## src/rtl/uart_pkg.sv

```systemverilog
// Shared UART definitions: FSM state codes, frame constants and the bit-period helper.
// Used by both the transmitter and the receiver.
package uart_pkg;

    localparam int FRAME_DATA_BITS = 8;

    localparam logic [2:0] S_IDLE   = 3'd0;
    localparam logic [2:0] S_START  = 3'd1;
    localparam logic [2:0] S_DATA   = 3'd2;
    localparam logic [2:0] S_PARITY = 3'd3;
    localparam logic [2:0] S_STOP   = 3'd4;

    function automatic int uart_bit_period(input int clock_hz, input int baud);
        return clock_hz / baud;
    endfunction

endpackage

```

## src/rtl/uart_byte_fifo.sv

```systemverilog
// Single-clock byte FIFO with push/pop, full/empty flags and an occupancy level.
// Depth is 2**FIFO_DEPTH_LOG2; pointers wrap naturally at that width.
module uart_byte_fifo
    import uart_pkg::*;
#(
    parameter int FIFO_DEPTH_LOG2 = 4
) (
    input  logic                       clk,
    input  logic                       rst,
    input  logic                       push,
    input  logic                       pop,
    input  logic [FRAME_DATA_BITS-1:0] wr_data,
    output logic [FRAME_DATA_BITS-1:0] rd_data,
    output logic                       full,
    output logic                       empty,
    output logic [FIFO_DEPTH_LOG2:0]   level
);

    localparam int                   DEPTH      = 1 << FIFO_DEPTH_LOG2;
    localparam logic [FIFO_DEPTH_LOG2:0] FULL_LEVEL = (FIFO_DEPTH_LOG2 + 1)'(DEPTH);

    logic [FRAME_DATA_BITS-1:0] mem [DEPTH];
    logic [FIFO_DEPTH_LOG2-1:0] wr_ptr;
    logic [FIFO_DEPTH_LOG2-1:0] rd_ptr;
    logic                       do_push;
    logic                       do_pop;

    assign full    = (level == FULL_LEVEL);
    assign empty   = (level == '0);
    assign do_push = push && !full;
    assign do_pop  = pop && !empty;
    assign rd_data = mem[rd_ptr];

    always_ff @(posedge clk) begin
        if (rst) begin
            wr_ptr <= '0;
            rd_ptr <= '0;
            level  <= '0;
        end else begin
            if (do_push) wr_ptr <= wr_ptr + 1'b1;
            if (do_pop)  rd_ptr <= rd_ptr + 1'b1;
            case ({do_push, do_pop})
                2'b10:   level <= level + 1'b1;
                2'b01:   level <= level - 1'b1;
                default: level <= level;
            endcase
        end
    end

    // NOTE: storage has no reset so it can map onto RAM; stale entries are unreachable once pointers clear.
    always_ff @(posedge clk) begin
        if (do_push) mem[wr_ptr] <= wr_data;
    end

endmodule

```

## src/rtl/uart_tx_fifo.sv

```systemverilog
// Buffered 8N1 UART transmitter: byte FIFO in front of a registered-output serialiser.
// Define UART_TX_PARITY_EN to insert an even-parity bit between the data and stop bits.
module uart_tx_fifo
    import uart_pkg::*;
#(
    parameter int BAUD_RATE       = 9600,
    parameter int CLOCK_FREQ_HZ   = 12000000,
    parameter int FIFO_DEPTH_LOG2 = 4
) (
    input  logic                       clk,
    input  logic                       rst,
    input  logic [FRAME_DATA_BITS-1:0] in_data,
    input  logic                       in_valid,
    output logic                       in_ready,
    output logic                       tx,
    output logic                       busy,
    output logic [FIFO_DEPTH_LOG2:0]   fifo_level
);

    localparam int BIT_PERIOD = uart_bit_period(CLOCK_FREQ_HZ, BAUD_RATE);
    localparam int CNT_W      = (BIT_PERIOD > 2) ? $clog2(BIT_PERIOD) : 1;
    localparam int IDX_W      = $clog2(FRAME_DATA_BITS);

    localparam logic [CNT_W-1:0] CNT_LAST = CNT_W'(BIT_PERIOD - 1);
    localparam logic [IDX_W-1:0] IDX_LAST = IDX_W'(FRAME_DATA_BITS - 1);

    generate
        if (BIT_PERIOD < 2) begin : g_bad_bit_period
            $error("uart_tx_fifo: CLOCK_FREQ_HZ / BAUD_RATE must be at least 2");
        end
    endgenerate

    logic [2:0]                 state;
    logic [CNT_W-1:0]           bit_cnt;
    logic [IDX_W-1:0]           bit_idx;
    logic [FRAME_DATA_BITS-1:0] shift;
    logic [FRAME_DATA_BITS-1:0] head;
    logic                       fifo_full;
    logic                       fifo_empty;
    logic                       bit_last;
    logic                       push;
    logic                       pop;

    assign bit_last = (bit_cnt == CNT_LAST);
    assign in_ready = !rst && !fifo_full;
    assign push     = in_valid && in_ready;
    // Popping at the end of STOP lets the next start bit follow with no idle gap.
    assign pop      = !fifo_empty && ((state == S_IDLE) || ((state == S_STOP) && bit_last));
    assign busy     = (state != S_IDLE) || (fifo_level != '0);

    uart_byte_fifo #(
        .FIFO_DEPTH_LOG2(FIFO_DEPTH_LOG2)
    ) u_fifo (
        .clk    (clk),
        .rst    (rst),
        .push   (push),
        .pop    (pop),
        .wr_data(in_data),
        .rd_data(head),
        .full   (fifo_full),
        .empty  (fifo_empty),
        .level  (fifo_level)
    );

`ifdef UART_TX_PARITY_EN
    logic parity_bit;

    always_ff @(posedge clk) begin
        if (rst)      parity_bit <= 1'b0;
        else if (pop) parity_bit <= ^head;
    end
`endif

    always_ff @(posedge clk) begin
        if (rst) begin
            state   <= S_IDLE;
            bit_cnt <= '0;
            bit_idx <= '0;
            shift   <= '0;
            tx      <= 1'b1;
        end else begin
            bit_cnt <= ((state == S_IDLE) || bit_last) ? '0 : bit_cnt + 1'b1;
            case (state)
                S_IDLE: begin
                    if (pop) begin
                        state <= S_START;
                        shift <= head;
                        tx    <= 1'b0;
                    end
                end
                S_START: begin
                    if (bit_last) begin
                        state   <= S_DATA;
                        bit_idx <= '0;
                        tx      <= shift[0];
                        shift   <= shift >> 1;
                    end
                end
                S_DATA: begin
                    if (bit_last) begin
                        if (bit_idx == IDX_LAST) begin
`ifdef UART_TX_PARITY_EN
                            state <= S_PARITY;
                            tx    <= parity_bit;
`else
                            state <= S_STOP;
                            tx    <= 1'b1;
`endif
                        end else begin
                            bit_idx <= bit_idx + 1'b1;
                            tx      <= shift[0];
                            shift   <= shift >> 1;
                        end
                    end
                end
`ifdef UART_TX_PARITY_EN
                S_PARITY: begin
                    if (bit_last) begin
                        state <= S_STOP;
                        tx    <= 1'b1;
                    end
                end
`endif
                S_STOP: begin
                    if (bit_last) begin
                        if (pop) begin
                            state <= S_START;
                            shift <= head;
                            tx    <= 1'b0;
                        end else begin
                            state <= S_IDLE;
                        end
                    end
                end
                default: begin
                    state <= S_IDLE;
                    tx    <= 1'b1;
                end
            endcase
        end
    end

endmodule

```

## config.mk

```make
export PLATFORM = sky130hd
export DESIGN_NAME = uart_tx_fifo
export DESIGN_NICKNAME = d
export VERILOG_FILES = /design/src/rtl/uart_pkg.sv /design/src/rtl/uart_byte_fifo.sv /design/src/rtl/uart_tx_fifo.sv
export SDC_FILE = /design/constraint.sdc
export NUM_CORES = 1
export LEC_CHECK = 0
export CORE_UTILIZATION = 60
export CTS_CLUSTER_SIZE = 8
export DETAILED_ROUTE_END_ITERATION = 7
export GPL_TIMING_DRIVEN = 0
export PLACE_DENSITY = 0.75
export SLEW_MARGIN = 0
export SYNTH_ARGS = -nofsm -noshare
export SYNTH_HDL_FRONTEND = slang
export SYNTH_SLANG_ARGS = --single-unit
```

## constraint.sdc

```tcl
create_clock -name clk -period 7.4 [get_ports clk]
set_input_delay 1.48 -clock clk [delete_from_list [all_inputs] [get_ports clk]]
set_output_delay 1.48 -clock clk [all_outputs]
set_load 0.03 [all_outputs]
```

==> results of run 1 <==
cell families (layout without fill, tap and decap cells):
| kind of cell | after synthesis | in the layout |
|---|---|---|
| and+or+nand+nor | 116 | 116 |
| buffers and inverters | 45 | 99 |
| adders and majority gates | 15 | 15 |
| muxes | 48 | 48 |
| DFF | 171 | 171 |
| AOI/OAI and AO/OA | 86 | 86 |
| xor gates and xnor gates | 18 | 18 |
registers in the layout, summed over array words and instances, names as in the netlist, named ones only:
| name | count |
|---|---|
| u_fifo.level | 5 |
| u_fifo.rd_ptr | 4 |
| state | 3 |
| shift | 8 |
| tx | 1 |
| bit_cnt | 11 |
| u_fifo.wr_ptr | 4 |
| u_fifo.mem | 128 |
| bit_idx | 3 |
final cells by class:
type / instances / share of cell area
Clock buffer: 18 / 0.0524
Clock inverter: 14 / 0.0121
Inverter: 20 / 0.00917
Multi-Input combinational cell: 283 / 0.284
Sequential cell: 171 / 0.575
Tap cell: 143 / 0.0219
Timing Repair Buffer: 22 / 0.0257
Buffer: 25 / 0.0199
power breakdown:
group          switching [mW]  leakage, nW  internal, mW  total [mW]
logic                   0.348        0.957         0.279       0.627
clock network           0.363        0.244         0.428       0.792
registers              0.0354         1.50          1.09        1.12
worst register-to-register path: cells and delay by family (launching register included):
family	cells	cell delay, ns
simple gates	4	1.39
buf+inv	2	0.37
fa+ha+maj	2	0.70
flops	1	0.37
compound gates	3	0.58
worst paths after layout:
check,endpoint,slack (ns)
worst min register to register,tx,0.47
worst max-delay path,in_ready,2.49
worst max register to register,u_fifo.level[4],3.91
worst min-delay path,tx,0.47
layer usage:
layer / track usage / vias to the layer above / share of wire
met5: 0 / - / 0
met4: 0.118 / 0 / 0.027
met3: 0.0604 / 23 / 0.067
met2: 0.381 / 137 / 0.47
met1: 0.338 / 2074 / 0.44
li1: - / 1975 / -
cell usage in the layout, fill, tap and decap left out, types with 9 or more instances in the layout:
master | netlist | layout
sky130_fd_sc_hd__xor2_1 | 10 | 10
sky130_fd_sc_hd__clkbuf_1 | 11 | 12
sky130_fd_sc_hd__edfxtp_1 | 128 | 128
sky130_fd_sc_hd__o21a_1 | 9 | 9
sky130_fd_sc_hd__mux4_2 | 16 | 16
sky130_fd_sc_hd__clkdlybuf4s50_1 | 0 | 18
sky130_fd_sc_hd__clkbuf_16 | 0 | 17
sky130_fd_sc_hd__and2_1 | 10 | 10
sky130_fd_sc_hd__inv_1 | 20 | 20
sky130_fd_sc_hd__ha_1 | 14 | 14
sky130_fd_sc_hd__mux2i_1 | 29 | 29
sky130_fd_sc_hd__dfxtp_1 | 43 | 43
sky130_fd_sc_hd__a21oi_1 | 28 | 28
sky130_fd_sc_hd__nor2_1 | 46 | 46
sky130_fd_sc_hd__nand3_1 | 11 | 11
per-stage QoR:
stage,std cells,power (mW),hold slack (ns),instance area [um^2],utilization
finish,696,2.54,0.467,8180,0.705
global route,696,2.66,0.495,8180,0.705
CTS,696,2.55,0.471,8180,0.705
detailed placement,664,1.76,0.457,7660,0.659
global placement,660,1.74,0.447,7600,0.654
floorplan,499,1.60,0.445,7240,-
==> impl_results.rst, run 1 <==
.. list-table::
   :header-rows: 1

   * - Metric
     - Value
   * - Outcome
     - finished, final reports clean
   * - Number of setup buffers added after CTS
     - 0
   * - Total routing resource utilization after global routing
     - 0.249
   * - First element of the critical path
     - rst
   * - Sequential area share after synthesis
     - 0.650
   * - Buffers plus inverters on the worst setup path
     - 4
   * - TNS Setup
     - 0 ns
   * - Async S/R FF share, synth
     - 0
   * - Path depth of the worst reg2reg path
     - 11
   * - Number of synthesized flops with an enable pin
     - 128
   * - Ratio of routed vias to standard cells
     - 6.05
   * - Boundary Pins
     - 19
   * - Antenna diode count
     - 0
   * - Setup repair after global routing missed its margin
     - false
   * - First-iteration detailed-routing DRC count
     - 350
   * - Area share of the leading cell type in the synthesized netlist
     - 0.531
   * - TritonCTS sink count
     - 171
   * - Post-layout minimum cycle time
     - 4.91 ns
   * - Core area
     - 11600 um^2
   * - Total of endpoints with negative setup slack in the final report
     - 0
   * - Max-slew headroom
     - 0.360
   * - Clk slew on worst S/H paths
     - 0.06 ns
   * - Crit. End Element
     - output port
   * - Highest clock frequency the design can meet
     - 0.204 GHz
   * - Kind of cell adding the most delay to the critical path
     - buffers and inverters
   * - Mapped cell area
     - 7240 um^2
   * - Cell type with the highest aggregate area in the netlist
     - sky130_fd_sc_hd__edfxtp_1
   * - Root buffer cell
     - sky130_fd_sc_hd__clkbuf_16
   * - Largest driver fanout on the critical path
     - 10
   * - Combined area of the multi-input logic cells
     - 2320 um^2
   * - Largest family of logic cells by synthesized area
     - multiplexers
   * - Max-slew violation total from the final report
     - 0
   * - Syn. warnings
     - 0
   * - Synthesized area divided by synthesized cell count
     - 14.5 um^2
   * - Synth Area in Compound Gates
     - 0.0815
   * - Routed length per placed instance
     - 20.1 um
   * - Post-synthesis share of cell area spent on full adders, half adders and majority gates
     - 0.0270
   * - GPL Wtd Cong
     - 0.852
   * - Syn Nets
     - 525
   * - Transition time at the pin with the least slew margin
     - 0.957 ns
   * - Max-cap check violation count
     - 0
   * - Total Die Area
     - 12500 um^2
   * - Kind of launch point of the worst setup path
     - input pin
   * - Starting density of the core
     - 0.624
   * - Total number of placement rows
     - 39
   * - Hold Buf Count CTS
     - 0
   * - Inserted Clock Buffers
     - 17
   * - Count of instances resized after the clock tree is built
     - 0
   * - Post-layout worst setup margin
     - 2.49 ns
   * - Via count
     - 4209
   * - Vertical extent of the die
     - 112 um
   * - Top cell by count, worst path
     - sky130_fd_sc_hd__clkdlybuf4s50_1
   * - Portion of netlist area occupied by mux cells
     - 0.101
   * - Tcrit/Tclk final
     - 0.664
   * - Pin count of the biggest net entering global routing
     - 17
   * - Share of final-layout standard cells stronger than drive strength 1
     - 0.139
   * - Hold Crit Class
     - flip-flop to flip-flop
   * - Hold path startpoint
     - tx
   * - Data arrival at the endpoint of the critical path
     - 3.43 ns
   * - Post-synth top flop
     - sky130_fd_sc_hd__edfxtp_1
   * - Most common cell in the synthesized netlist
     - sky130_fd_sc_hd__edfxtp_1
   * - Count of mapped cells out of synthesis
     - 499
   * - Detailed-route wire length
     - 14000 um
   * - Origin of the critical flop-to-flop path
     - u_fifo.level[0]
   * - Global-route wire length before repair
     - 22800 um
   * - Overall die width
     - 112 um
   * - Sum of net half-perimeters after detailed placement
     - 9520 um
   * - Power Dens Cells
     - 310 nW/um^2
   * - CTS H-tree lvls
     - 4
   * - Synthesized-area fraction occupied by and/or/nand/nor cells
     - 0.0866
   * - Largest cells by area after synthesis
     - sky130_fd_sc_hd__edfxtp_1 53%, sky130_fd_sc_hd__dfxtp_1 12%, sky130_fd_sc_hd__mux4_2 5.0%
   * - Setup slack at placement
     - 2.52 ns
   * - Number of port buffers
     - 18
   * - Critical path's slowest cell
     - sky130_fd_sc_hd__clkdlybuf4s50_1
   * - Cell types with the highest counts after synthesis
     - 128 x sky130_fd_sc_hd__edfxtp_1, 46 x sky130_fd_sc_hd__nor2_1, 43 x sky130_fd_sc_hd__dfxtp_1
   * - Later-pin clock latency in the skew report
     - 0.43 ns
   * - Flop and latch count out of synthesis
     - 171
   * - CTS tree
     - yes
   * - Register area
     - 4700 um^2
   * - Post-route antenna net violation count
     - 0
   * - Count of cell types in the netlist
     - 57
   * - Length of the first detailed-routing pass in iterations
     - 6
   * - Count of cells along the worst hold path
     - 1
   * - Worst path cell trace
     - clkdlybuf4s50_1 -> buf_4 -> clkbuf_1 -> a21oi_1 -> clkdlybuf4s50_1
   * - Sum of overflow across all layers after global routing
     - 0
   * - Antenna violations before repair
     - 0
   * - Cell count along the critical path
     - 5
   * - Layout area overhead
     - 13.0%
   * - Hold violation total from the final report
     - 0
   * - Number of fill cells in the layout
     - 776
   * - Max Clock Skew
     - 0.0129 ns
   * - Lkg Pwr
     - 2.70 nW
   * - Kind of critical path
     - input pin to output port
   * - Biggest cell delay along the critical path
     - 0.62 ns
   * - Peak ir drop on the vdd network
     - 0.209 mV
   * - Remaining DRCs
     - 0
   * - Vias in the first global route
     - 4341
   * - Buffers from clock root to sink, at most
     - 2
   * - Parity-gate share of the synthesized area counting xor and xnor cells
     - 0.0218
   * - # nets final
     - 566
   * - Critical path required time
     - 5.92 ns
(Power assumes the default switching activity.)
==> run 2: changes to the inputs <==
Settings changed: CORE_UTILIZATION 60 to 55, PLACE_DENSITY 0.75 to 0.72.
Clock period 7.4 ns to 4 ns, I/O delays scaled along.
==> run 2 against run 1 <==
- sequential power grew 86%
- worst setup slack lost 2.1 ns
- design area grew 0.89%
- final cell count grew 4.0%
- sequential cell count is the same
==> impl_results.rst, run 2 (synthesis gave the netlist of run 1 again) <==
.. list-table::
   :header-rows: 1

   * - Metric
     - Value
   * - Max-slew violation total from the final report
     - 0
   * - Total Die Area
     - 13600 um^2
   * - GPL Wtd Cong
     - 0.804
   * - Detailed-route wire length
     - 13900 um
   * - Setup repair after global routing missed its margin
     - false
   * - Buffers plus inverters on the worst setup path
     - 2
   * - Most common cell after layout, fill and taps aside
     - sky130_fd_sc_hd__edfxtp_1
   * - Instance area at placement
     - 7690 um^2
   * - Hold path startpoint
     - tx
   * - Sum of net half-perimeters after detailed placement
     - 9450 um
   * - Count of cells along the worst hold path
     - 1
   * - Boundary Pins
     - 19
   * - Pin count of the biggest net entering global routing
     - 17
   * - Critical path required time
     - 4.35 ns
   * - Max-cap check violation count
     - 0
   * - TritonCTS sink count
     - 171
   * - Total routing resource utilization after global routing
     - 0.226
   * - Clk slew on worst S/H paths
     - 0.07 ns
   * - Inserted Clock Buffers
     - 17
   * - Worst path cell trace
     - clkdlybuf4s50_1 -> a211oi_2 -> inv_1 -> ha_1 -> ha_1 -> nor2b_1 -> o21ai_0 -> a21oi_1 -> or4_1 -> a21oi_1
   * - Origin of the critical flop-to-flop path
     - bit_cnt[0]
   * - Layout area overhead
     - 14.0%
   * - Count of instances resized after the clock tree is built
     - 0
   * - TNS Setup
     - 0 ns
   * - Starting density of the core
     - 0.569
   * - Max Clock Skew
     - 0.0131 ns
   * - Lkg Pwr
     - 2.73 nW
   * - Via count
     - 4191
   * - Overall die width
     - 117 um
   * - First-iteration detailed-routing DRC count
     - 399
   * - Post-layout minimum cycle time
     - 3.57 ns
   * - Regs by FF count
     - u_fifo.mem (128), bit_cnt (11), shift (8)
   * - CTS tree
     - yes
   * - Remaining DRCs
     - 0
   * - Data arrival at the endpoint of the critical path
     - 3.92 ns
   * - Antenna diode count
     - 0
   * - Crit. End Element
     - flip-flop
   * - Largest driver fanout on the critical path
     - 9
   * - Critical R2R Capture
     - u_fifo.level[4]
   * - Hold violation total from the final report
     - 0
   * - Peak ir drop on the vdd network
     - 0.307 mV
   * - Transition time at the pin with the least slew margin
     - 0.974 ns
   * - Global-route wire length before repair
     - 21600 um
   * - Power Dens Cells
     - 580 nW/um^2
   * - Vertical extent of the die
     - 117 um
   * - CTS H-tree lvls
     - 4
   * - Share of final-layout standard cells stronger than drive strength 1
     - 0.141
   * - Hold Path End
     - tx
   * - Later-pin clock latency in the skew report
     - 0.42 ns
   * - # nets final
     - 566
   * - Path depth of the worst reg2reg path
     - 12
   * - Number of setup buffers added after CTS
     - 0
   * - Largest Register
     - u_fifo.mem
   * - Biggest cell delay along the critical path
     - 0.62 ns
   * - Total of endpoints with negative setup slack in the final report
     - 0
   * - Core area
     - 12700 um^2
   * - Root buffer cell
     - sky130_fd_sc_hd__clkbuf_16
   * - Hold Buf Count CTS
     - 0
   * - Commonest cells after routing, fill and taps aside
     - 128 x sky130_fd_sc_hd__edfxtp_1, 46 x sky130_fd_sc_hd__nor2_1, 43 x sky130_fd_sc_hd__dfxtp_1
   * - Post-route antenna net violation count
     - 0
   * - Critical path's slowest cell
     - sky130_fd_sc_hd__a211oi_2
   * - Kind of cell adding the most delay to the critical path
     - compound AO/OA/AOI/OAI gates
   * - Vias in the first global route
     - 4003
   * - Outcome
     - finished, final reports clean
   * - Sum of overflow across all layers after global routing
     - 0
   * - Ratio of routed vias to standard cells
     - 5.79
   * - Hold Crit Class
     - flip-flop to flip-flop
   * - Kind of critical path
     - input pin to flip-flop
   * - FF-to-FF setup slack
     - 0.66 ns
   * - Kind of launch point of the worst setup path
     - input pin
   * - Tcrit/Tclk final
     - 0.892
   * - Number of port buffers
     - 18
   * - Antenna violations before repair
     - 0
   * - Buffers from clock root to sink, at most
     - 2
   * - Max-slew headroom
     - 0.348
   * - Length of the first detailed-routing pass in iterations
     - 5
   * - Non-Filler Cell Area, Final
     - 8260 um^2
   * - Number of flip-flops in the largest register
     - 128
   * - Cell Count Post-Placement
     - 693
   * - Number of standard cells in the layout, taps in and fillers out
     - 724
   * - Highest clock frequency the design can meet
     - 0.280 GHz
   * - Routed length per placed instance
     - 19.2 um
   * - Total number of placement rows
     - 41
run 2: cell types whose count changed in the layout (fill, tap and decap cells not counted), sizes merged:
cell      previous run  this run
inv                 23        26
clkbuf              29        28
clkinvlp             5         2
bufinv               0         1
clkinv               6         5
run 2: worst max path at each step:
stage          depth (start not counted)          endpoint  slack [ns]             from
5_1_grt                               10   u_fifo.level[4]        0.29              rst
3_5_place_dp                          10   u_fifo.level[4]        0.02              rst
4_1_cts                               10   u_fifo.level[4]        0.45              rst
2_1_floorplan                         11   u_fifo.level[4]        1.02  u_fifo.level[0]
3_3_place_gp                           4  u_fifo.mem[3][4]       -0.32              rst
6_report                              10   u_fifo.level[4]        0.43              rst
run 2: power by group:
group	switching (mW)	internal [mW]	leakage, nW
Sequential	0.0670	2.01	1.50
Combinational	0.634	0.517	0.957
Clock	0.693	0.871	0.275
run 2: final cells by class:
type | instances | area, um^2
sequential | 171 | 4700
timing repair buffer | 22 | 210
buffer | 25 | 163
inverter | 20 | 75.1
fill | 932 | 4470
clock buffer | 17 | 425
clock inverter | 14 | 139
multi-input combinational | 283 | 2320
tap | 172 | 215
run 2: metal layers:
metal / share of wire / up-vias / wire length (um) / GRT usage
met3: 0.061 / 27 / 848 / 0.0560
met2: 0.47 / 124 / 6610 / 0.344
met1: 0.44 / 2062 / 6110 / 0.314
met4: 0.026 / 0 / 356 / 0.0911
met5: 0 / - / 0 / 0
li1: - / 1978 / - / -
run 2: per-stage QoR:
stage          power [mW]  utilization  worst slack, ns  hold WS [ns]
3_3_place_gp         3.22        0.600           -0.315         0.447
4_1_cts              4.82        0.649            0.446         0.470
5_1_grt              5.00        0.649            0.295         0.494
2_1_floorplan        2.96            -             1.02         0.445
3_5_place_dp         3.26        0.605           0.0206         0.455
6_report             4.79        0.649            0.430         0.467
==> run 3: changes to the inputs <==
Settings changed: CORE_UTILIZATION 55 to 57, DONT_BUFFER_PORTS set to 1.
==> run 3 against run 2 <==
- non-clock buffer count shrank 18
- final cell count shrank 2.9%
- fmax is essentially flat
- critical path type is now flip-flop to flip-flop
- largest cell class unchanged
==> impl_results.rst, run 3 (synthesis gave the netlist of run 1 again) <==
.. list-table::
   :header-rows: 1

   * - Metric
     - Value
   * - Register area
     - 4700 um^2
   * - Hold Path End
     - u_fifo.mem[6][4]
   * - Layout area overhead
     - 10.9%
   * - # nets final
     - 548
   * - Critical path required time
     - 4.35 ns
   * - Global-route wire length before repair
     - 21800 um
   * - Total Die Area
     - 13200 um^2
   * - Count of instances resized after the clock tree is built
     - 0
   * - Number of port buffers
     - 0
   * - Core area
     - 12200 um^2
   * - Kind of launch point of the worst setup path
     - flip-flop
   * - Setup slack at placement
     - 0.467 ns
   * - Antenna violations before repair
     - 0
   * - Hold violation total from the final report
     - 0
   * - Inserted Clock Buffers
     - 17
   * - Vertical extent of the die
     - 115 um
   * - Post-layout worst setup margin
     - 0.427 ns
   * - Post-layout minimum cycle time
     - 3.57 ns
   * - TritonCTS sink count
     - 171
   * - Routed length per placed instance
     - 19.6 um
   * - Hold path startpoint
     - in_data[4]
   * - Clk slew on worst S/H paths
     - 0.07 ns
   * - Largest Register
     - u_fifo.mem
   * - Later-pin clock latency in the skew report
     - 0.43 ns
   * - Lkg Pwr
     - 2.64 nW
   * - Max Clock Skew
     - 0.00819 ns
   * - First-iteration detailed-routing DRC count
     - 299
   * - Max-slew violation total from the final report
     - 0
   * - Sum of net half-perimeters after detailed placement
     - 9480 um
   * - CTS H-tree lvls
     - 4
   * - Length of the first detailed-routing pass in iterations
     - 5
   * - Root buffer cell
     - sky130_fd_sc_hd__clkbuf_16
   * - Remaining DRCs
     - 0
   * - FF-to-FF setup slack
     - 0.43 ns
   * - Overall die width
     - 115 um
   * - Number of setup buffers added after CTS
     - 0
   * - GPL Wtd Cong
     - 0.802
   * - Power Dens Cells
     - 575 nW/um^2
   * - Sum of overflow across all layers after global routing
     - 0
   * - Peak ir drop on the vdd network
     - 0.394 mV
   * - Share of final-layout standard cells stronger than drive strength 1
     - 0.140
   * - Number of fill cells in the layout
     - 886
   * - Vias in the first global route
     - 4094
   * - Via count
     - 4139
   * - Highest clock frequency the design can meet
     - 0.280 GHz
   * - Buffers from clock root to sink, at most
     - 2
   * - Setup repair after global routing missed its margin
     - false
   * - Pin count of the biggest net entering global routing
     - 17
   * - Detailed-route wire length
     - 13800 um
   * - Number of flip-flops in the largest register
     - 128
   * - Origin of the critical flop-to-flop path
     - u_fifo.level[0]
   * - Combined area of the multi-input logic cells
     - 2320 um^2
   * - TNS Setup
     - 0 ns
   * - Total of endpoints with negative setup slack in the final report
     - 0
   * - Count of cells along the worst hold path
     - 0
   * - Largest driver fanout on the critical path
     - 9
   * - CTS tree
     - yes
   * - Kind of critical path
     - flip-flop to flip-flop
   * - Transition time at the pin with the least slew margin
     - 0.923 ns
   * - Max-slew headroom
     - 0.383
   * - Tcrit/Tclk final
     - 0.893
   * - Hold Crit Class
     - input pin to flip-flop
   * - Antenna diode count
     - 0
   * - Regs by FF count
     - u_fifo.mem (128), bit_cnt (11), shift (8)
   * - Outcome
     - finished, final reports clean
   * - Commonest cells after routing, fill and taps aside
     - 128 x sky130_fd_sc_hd__edfxtp_1, 46 x sky130_fd_sc_hd__nor2_1, 43 x sky130_fd_sc_hd__dfxtp_1
   * - Total routing resource utilization after global routing
     - 0.232
   * - Boundary Pins
     - 19
   * - Total number of placement rows
     - 40
   * - Critical R2R Capture
     - u_fifo.level[4]
   * - Most common cell after layout, fill and taps aside
     - sky130_fd_sc_hd__edfxtp_1
   * - Path depth of the worst reg2reg path
     - 10
   * - Hold Buf Count CTS
     - 0
   * - Max-cap check violation count
     - 0
   * - Ratio of routed vias to standard cells
     - 5.89
   * - Starting density of the core
     - 0.593
   * - Post-route antenna net violation count
     - 0
   * - Crit. End Element
     - flip-flop
   * - Data arrival at the endpoint of the critical path
     - 3.92 ns
run 3: changes by cell type in the layout (fill, tap and decap cells not counted), sizes merged:
cell,change
clkbuf,+1
clkdlybuf4s50,-18
bufinv,-1
clkinv,+1
inv,-2
clkinvlp,+2
run 3: metal layers:
layer  share of wire  routed length, um  vias to the layer above  track usage
met5               0                  0                        -            0
met4           0.015                201                        0       0.0805
met3           0.046                628                       17       0.0609
met2            0.48               6640                      106        0.360
met1            0.46               6290                     2079        0.320
li1                -                  -                     1937            -
run 3: worst max-delay path by stage:
stage	start	depth (start not counted)	slack, ns	end
2_1_floorplan	u_fifo.level[0]	11	1.02	u_fifo.level[4]
3_3_place_gp	u_fifo.level[0]	4	0.34	u_fifo.mem[3][1]
3_5_place_dp	u_fifo.level[0]	10	0.47	u_fifo.level[4]
4_1_cts	u_fifo.level[0]	10	0.43	u_fifo.level[4]
5_1_grt	u_fifo.level[0]	10	0.16	u_fifo.level[4]
6_report	u_fifo.level[0]	10	0.43	u_fifo.level[4]
run 3: layout make-up:
class,instances,area share
Clock inverter,14,0.0120
Clock buffer,18,0.0534
Multi-Input combinational cell,283,0.289
Buffer,25,0.0202
Tap cell,168,0.0262
Inverter,20,0.00935
Timing Repair Buffer,4,0.00374
Sequential cell,171,0.586
run 3: critical path, cell delays in order, from the launching register on:
cell and delay [ns]:
sky130_fd_sc_hd__dfxtp_1 0.61, sky130_fd_sc_hd__nor4_1 0.18, sky130_fd_sc_hd__a211oi_2 0.66, sky130_fd_sc_hd__inv_1 0.31, sky130_fd_sc_hd__ha_1 0.33, sky130_fd_sc_hd__ha_1 0.31, sky130_fd_sc_hd__nor2b_1 0.13, sky130_fd_sc_hd__o21ai_0 0.22
sky130_fd_sc_hd__a21oi_1 0.12, sky130_fd_sc_hd__or4_1 0.47, sky130_fd_sc_hd__a21oi_1 0.15
run 3: power by group:
part | internal, mW | switching (mW) | total (mW)
Combinational | 0.461 | 0.578 | 1.04
Clock | 0.793 | 0.670 | 1.46
Sequential | 2.01 | 0.109 | 2.12
run 3: per-stage QoR:
stage	util	power, mW	instance area [um^2]	hold WS, ns	instances
global route	0.658	4.82	8030	0.443	703
detailed placement	0.615	3.19	7510	0.473	671
finish	0.658	4.62	8030	0.466	703
floorplan	-	2.96	7240	0.445	499
CTS	0.658	4.64	8030	0.455	703
global placement	0.610	3.15	7450	0.461	667
